==> src/rtl/seg_pkg.sv <==
// rtl/seg_pkg.sv - shared types and segment patterns for the seven-segment scan driver
// Patterns are active high with seg[0]=a through seg[6]=g.
package seg_pkg;

  typedef logic [3:0] bcd_t;
  typedef logic [6:0] seg_t;

  localparam seg_t SEG_0    = 7'h3F;
  localparam seg_t SEG_1    = 7'h06;
  localparam seg_t SEG_2    = 7'h5B;
  localparam seg_t SEG_3    = 7'h4F;
  localparam seg_t SEG_4    = 7'h66;
  localparam seg_t SEG_5    = 7'h6D;
  localparam seg_t SEG_6    = 7'h7D;
  localparam seg_t SEG_7    = 7'h07;
  localparam seg_t SEG_8    = 7'h7F;
  localparam seg_t SEG_9    = 7'h6F;
  localparam seg_t SEG_DASH = 7'h40;
  localparam seg_t SEG_OFF  = 7'h00;

endpackage

==> src/rtl/bcd_to_seg.sv <==
// rtl/bcd_to_seg.sv - combinational BCD to seven-segment decoder
// Ports: bcd (in, one BCD digit), seg (out, active-high pattern).
// Codes 10..15 are not valid BCD and show a dash so a corrupted counter is visible.
module bcd_to_seg
  import seg_pkg::*;
(
  input  bcd_t bcd,
  output seg_t seg
);

  always_comb begin
    seg = SEG_OFF;
    case (bcd)
      4'd0:    seg = SEG_0;
      4'd1:    seg = SEG_1;
      4'd2:    seg = SEG_2;
      4'd3:    seg = SEG_3;
      4'd4:    seg = SEG_4;
      4'd5:    seg = SEG_5;
      4'd6:    seg = SEG_6;
      4'd7:    seg = SEG_7;
      4'd8:    seg = SEG_8;
      4'd9:    seg = SEG_9;
      default: seg = SEG_DASH;
    endcase
  end

endmodule

==> src/rtl/seg_scan.sv <==
// rtl/seg_scan.sv - multiplexed seven-segment scan driver with per-frame snapshot
// Ports: clk, rst (sync, active high), en (scan enable), d (packed BCD, d[0] = LSD),
//        dp_mask (decimal point per digit), blank_lz (leading-zero blanking),
//        an (one-hot digit enable), seg (a..g), dp (active digit point),
//        frame_start (one-cycle pulse on each snapshot load).
module seg_scan
  import seg_pkg::*;
#(
  parameter int N_DIGITS   = 6,
  parameter int SCAN_DIV   = 1000,
  parameter int GUARD      = 2,
  parameter int ACTIVE_LOW = 0
) (
  input  logic                     clk,
  input  logic                     rst,
  input  logic                     en,
  input  logic [N_DIGITS-1:0][3:0] d,
  input  logic [N_DIGITS-1:0]      dp_mask,
  input  logic                     blank_lz,
  output logic [N_DIGITS-1:0]      an,
  output logic [6:0]               seg,
  output logic                     dp,
  output logic                     frame_start
);

  localparam int CW = (SCAN_DIV > 1) ? $clog2(SCAN_DIV) : 1;
  localparam int IW = (N_DIGITS > 1) ? $clog2(N_DIGITS) : 1;
  localparam logic [CW-1:0] CNT_LAST  = CW'(SCAN_DIV - 1);
  localparam logic [CW-1:0] CNT_GUARD = CW'(GUARD);
  localparam logic [IW-1:0] IDX_LAST  = IW'(N_DIGITS - 1);
  localparam logic          POL       = (ACTIVE_LOW != 0);

  logic [CW-1:0]            cnt;
  logic [IW-1:0]            idx;
  bcd_t [N_DIGITS-1:0]      snap_d;
  logic [N_DIGITS-1:0]      snap_dp;
  logic                     load_pend;

  logic                     slot_end;
  logic                     wrap;
  logic                     load_now;
  logic                     lit;
  bcd_t                     cur_d;
  seg_t                     cur_seg;
  logic                     lz_run;
  logic [N_DIGITS-1:0]      lz_blank;
  logic [N_DIGITS-1:0]      an_c;
  seg_t                     seg_c;
  logic                     dp_c;

  assign slot_end = (cnt == CNT_LAST);
  assign wrap     = slot_end && (idx == IDX_LAST);
  // Reset leaves a load pending so the first enabled cycle shows fresh digits
  // instead of waiting a whole frame.
  assign load_now = load_pend || wrap;
  assign lit      = en && (cnt >= CNT_GUARD);
  assign cur_d    = snap_d[idx];

  bcd_to_seg u_dec (
    .bcd (cur_d),
    .seg (cur_seg)
  );

  // Walk from the MSB down; a digit is blankable while every digit at or above
  // it is zero. Digit 0 is left out so a zero value still shows "0".
  always_comb begin
    lz_run   = 1'b1;
    lz_blank = '0;
    for (int i = N_DIGITS - 1; i >= 1; i--) begin
      lz_run      = lz_run && (snap_d[i] == 4'd0);
      lz_blank[i] = lz_run;
    end
  end

  always_comb begin
    an_c  = '0;
    seg_c = SEG_OFF;
    dp_c  = 1'b0;
    if (lit) begin
      an_c[idx] = 1'b1;
      if (!(blank_lz && lz_blank[idx])) begin
        seg_c = cur_seg;
        dp_c  = snap_dp[idx];
      end
    end
  end

  always_ff @(posedge clk) begin
    if (rst) begin
      cnt         <= '0;
      idx         <= '0;
      snap_d      <= '0;
      snap_dp     <= '0;
      load_pend   <= 1'b1;
      frame_start <= 1'b0;
      an          <= {N_DIGITS{POL}};
      seg         <= {7{POL}};
      dp          <= POL;
    end else begin
      frame_start <= en && load_now;
      an          <= an_c ^ {N_DIGITS{POL}};
      seg         <= seg_c ^ {7{POL}};
      dp          <= dp_c ^ POL;
      if (en) begin
        if (slot_end) begin
          cnt <= '0;
          idx <= (idx == IDX_LAST) ? '0 : idx + 1'b1;
        end else begin
          cnt <= cnt + 1'b1;
        end
        if (load_now) begin
          snap_d    <= d;
          snap_dp   <= dp_mask;
          load_pend <= 1'b0;
        end
      end
    end
  end

endmodule

==> config.mk <==
export PLATFORM = sky130hd
export DESIGN_NAME = seg_scan
export DESIGN_NICKNAME = d
export VERILOG_FILES = /design/src/rtl/seg_pkg.sv /design/src/rtl/bcd_to_seg.sv /design/src/rtl/seg_scan.sv
export SDC_FILE = /design/constraint.sdc
export NUM_CORES = 1
export LEC_CHECK = 0
export ABC_AREA = 1
export BUFFER_PORTS_ARGS = -buffer_cell sky130_fd_sc_hd__buf_4
export CAP_MARGIN = 20
export CORE_ASPECT_RATIO = 1.75
export CORE_MARGIN = 3
export CORE_UTILIZATION = 35
export CTS_CLUSTER_DIAMETER = 80
export CTS_CLUSTER_SIZE = 30
export DETAILED_ROUTE_END_ITERATION = 8
export PLACE_DENSITY = 0.64
export RECOVER_POWER = 25
export SYNTH_ARGS = -nofsm -noshare
export SYNTH_HDL_FRONTEND = slang
export SYNTH_SLANG_ARGS = --single-unit
==> constraint.sdc <==
create_clock -name clk -period 2.52 [get_ports clk]
set_clock_uncertainty 0.1 [all_clocks]
set_input_delay 0.378 -clock clk [delete_from_list [all_inputs] [get_ports clk]]
set_output_delay 0.378 -clock clk [all_outputs]
set_load 0.005 [all_outputs]
==> metrics.cfg <==
[outcome]
status=finished clean

[finish]
diodes=0
stdcell_count=528
drive_above_1_share_pct=20.2
multi_input_area_um2=1340
area_growth_pct=24.9
fin_nets=478
fill_cells=817
area.sequential_um2=1180
final_area_um2=3420

[floorplan]
core_area_um2=7570
row_count=42
num_io_pins=49
die_w_um=72.9
initial_core_util_pct=36.2
die_h_um=123
die_area_um2=8980

[synth]
synth.avg_cell_area_um2=7.05
synth_top_area_share_pct=43.1
yosysSeqAreaShare_pct=43.1
synth_edf_count=0
synth_area_leaders=dfxtp_1 43%, nor2_1 14%, nand2_1 9.3%, inv_1 4.0%, ha_1 3.6%
syn_area_um2=2740
async_flop_share_pct=0
synth_top_cell_by_area=dfxtp_1
ys.warnings.count=0
synth-main-ff-cell=dfxtp_1
synth.distinct_cells=31
yosysMostFrequentCell=nor2_1
netlist_top_cells_count=101 x nor2_1, 68 x nand2_1, 59 x dfxtp_1, 29 x inv_1, 18 x o21ai_1
synth_seq_cells=59
syn_nets=431
synth_cells=389

[sta]
drv_slew=0
tightestPinTransition_ns=0.499
fmax_mhz=455
max_slew_margin_pct=66.7
rsz0062_at_grt=false
finalCritPeriodShare_pct=87.3
setup_tns_ns=0
finalHoldViolCount=0
min_period_ns=2.20
finalSetupViolCount=0
setup_ws_ns=0.321

[clocking]
clock_path_buffers=2
path_clk_slew_ns=0.05
cts_made_buffers=9
cts_root_buf=clkbuf_16
clock-sinks=59
clock_latency_ns=0.32
cts_setup_buffers=0
htreeDepth=3
cts_tree=done

[worst_setup_path]
required_ns=2.67
worstPathMaxFanout=9
cp-end-kind=flop
arrival_ns=2.35
start_kind=flop
cpMaxStageDelayCell=dfxtp_1
cp_cell_sequence=inv_2 -> nand2_2 -> nor2_4 -> a32o_1 -> nor2_2 -> inv_1 -> ha_1 -> inv_1 -> nand3_1 -> nand2_1 -> nand2_1 -> a21oi_1
path_class=reg2reg
slowest_delay_ns=0.57

[drt]
postRouteAntennaNets=0
drc=0
post_drt_wl_per_cell_um=12.4
drt_wl_total_um=6530
first_pass_iters=4
first_iter_violations=141
viasPerCell=4.75
vias=2510

[global_route]
grt_pass1_wl_um=11000
antenna_found_initial=0
grt_use_total_pct=16.0
grt_overflow_total=0
first_global_vias=2502
grt_max_degree=38

[pwr]
vdd_drop_max_mv=0.353
finalPower_mw=2.39
pwr_density_cell_nw_per_um2=698
power_leakage_nw=1.57

[job]
drv_cap=0

[worst_hold_path]
hold_class=in2reg

[place]
dp.cells=513
dpl.hpwl_um=5020
place_area_um2=3140
pre_cts_ws_ns=0.214
port_buffers=48
gp_congestion=0.911

-- final timing paths --
check	cells past startpoint	end	startpoint	slack, ns
worst max-delay path	12	seg[0]$_SDFF_PP0_	idx[1]$_SDFFE_PP0P_	0.32
worst min-delay path	2	frame_start$_SDFF_PP0_	rst	0.14
worst max register to register	12	seg[0]$_SDFF_PP0_	idx[1]$_SDFFE_PP0P_	0.32
worst min register to register	2	load_pend$_SDFFE_PP1P_	load_pend$_SDFFE_PP1P_	0.36
-- state kept, by name (all words and copies together), names as in the netlist --
signal / cells
an: 6
snap_dp: 6
dp: 1
load_pend: 1
snap_d: 24
idx: 3
cnt: 10
frame_start: 1
seg: 7
-- metal layers --
metal	share of wire (%)	track usage (%)	vias to the layer above
met2	56	29.9	48
li1	-	-	1330
met4	2.0	7.85	0
met3	4.0	4.07	8
met5	0	0	-
met1	38	15.8	1124
-- layout make-up --
| cell class | count | area share [%] |
|---|---|---|
| multi-input combinational | 280 | 39.1 |
| sequential | 59 | 34.5 |
| timing repair buffer | 51 | 11.2 |
| clock buffer | 13 | 7.89 |
| inverter | 35 | 3.84 |
| tap | 88 | 3.22 |
| clock inverter | 2 | 0.292 |
-- what timing repair did --
item / 4_1_cts / 5_1_grt
gates resized for setup: 0 / 1
endpoints found under the setup margin: 0 / 3
hold buffers: 0 / 0
-- metrics by stage --
step	hold slack, ns	utilization (%)
floorplan	0.319	-
global placement	0.330	41.5
finish	0.144	45.3
detailed placement	0.345	41.5
global route	0.134	45.3
CTS	0.131	45.2
-- worst max-delay path: cells and delay by family (launching register included) --
family | cells | cell delay (ns)
DFF | 1 | 0.57
and+or+nand+nor | 6 | 0.60
buffers and inverters | 3 | 0.32
adders and majority gates | 1 | 0.21
AOI/OAI and AO/OA | 2 | 0.33
-- cell families after synthesis --
family	count (synthesis)	synth area share, %
XOR/XNOR	1	0.319
adder cells (fa/ha/maj)	8	3.65
flip-flops	59	43.1
AO/OA/AOI/OAI	57	11.2
buffers and inverters	50	8.21
AND/OR/NAND/NOR	214	33.5
-- layout by cell type, fill, tap and decap left out --
| master | count |
|---|---|
| a211oi_1 | 1 |
| xor2_1 | 1 |
| o21ai_0 | 16 |
| a22oi_1 | 4 |
| buf_4 | 36 |
| o21ai_1 | 18 |
| nor3_2 | 1 |
| a32o_1 | 1 |
| a31oi_1 | 1 |
| clkbuf_16 | 9 |
| clkbuf_4 | 15 |
| nor3_1 | 10 |
| a21oi_1 | 15 |
| ha_1 | 8 |
| nor3b_1 | 1 |
| a21oi_2 | 1 |
| nand4_1 | 4 |
| nor2_1 | 100 |
| nor2_4 | 3 |
| inv_2 | 6 |
| clkinv_2 | 2 |
| nand3_1 | 14 |
| nand2_4 | 2 |
| clkbuf_1 | 1 |
| nand2_1 | 68 |
| or2_2 | 1 |
| clkbuf_8 | 3 |
| dfxtp_1 | 59 |
| inv_1 | 29 |
| nand3_2 | 1 |
| nand2_2 | 7 |
| nor2_2 | 2 |
-- power breakdown --
group | total [mW] | leakage, nW | switching [mW] | internal [mW]
clock | 1.11 | 0.141 | 0.374 | 0.733
combinational | 0.255 | 0.948 | 0.143 | 0.112
sequential | 1.03 | 0.484 | 0.0384 | 0.989
No activity file was read; power rests on OpenSTA's default activity.
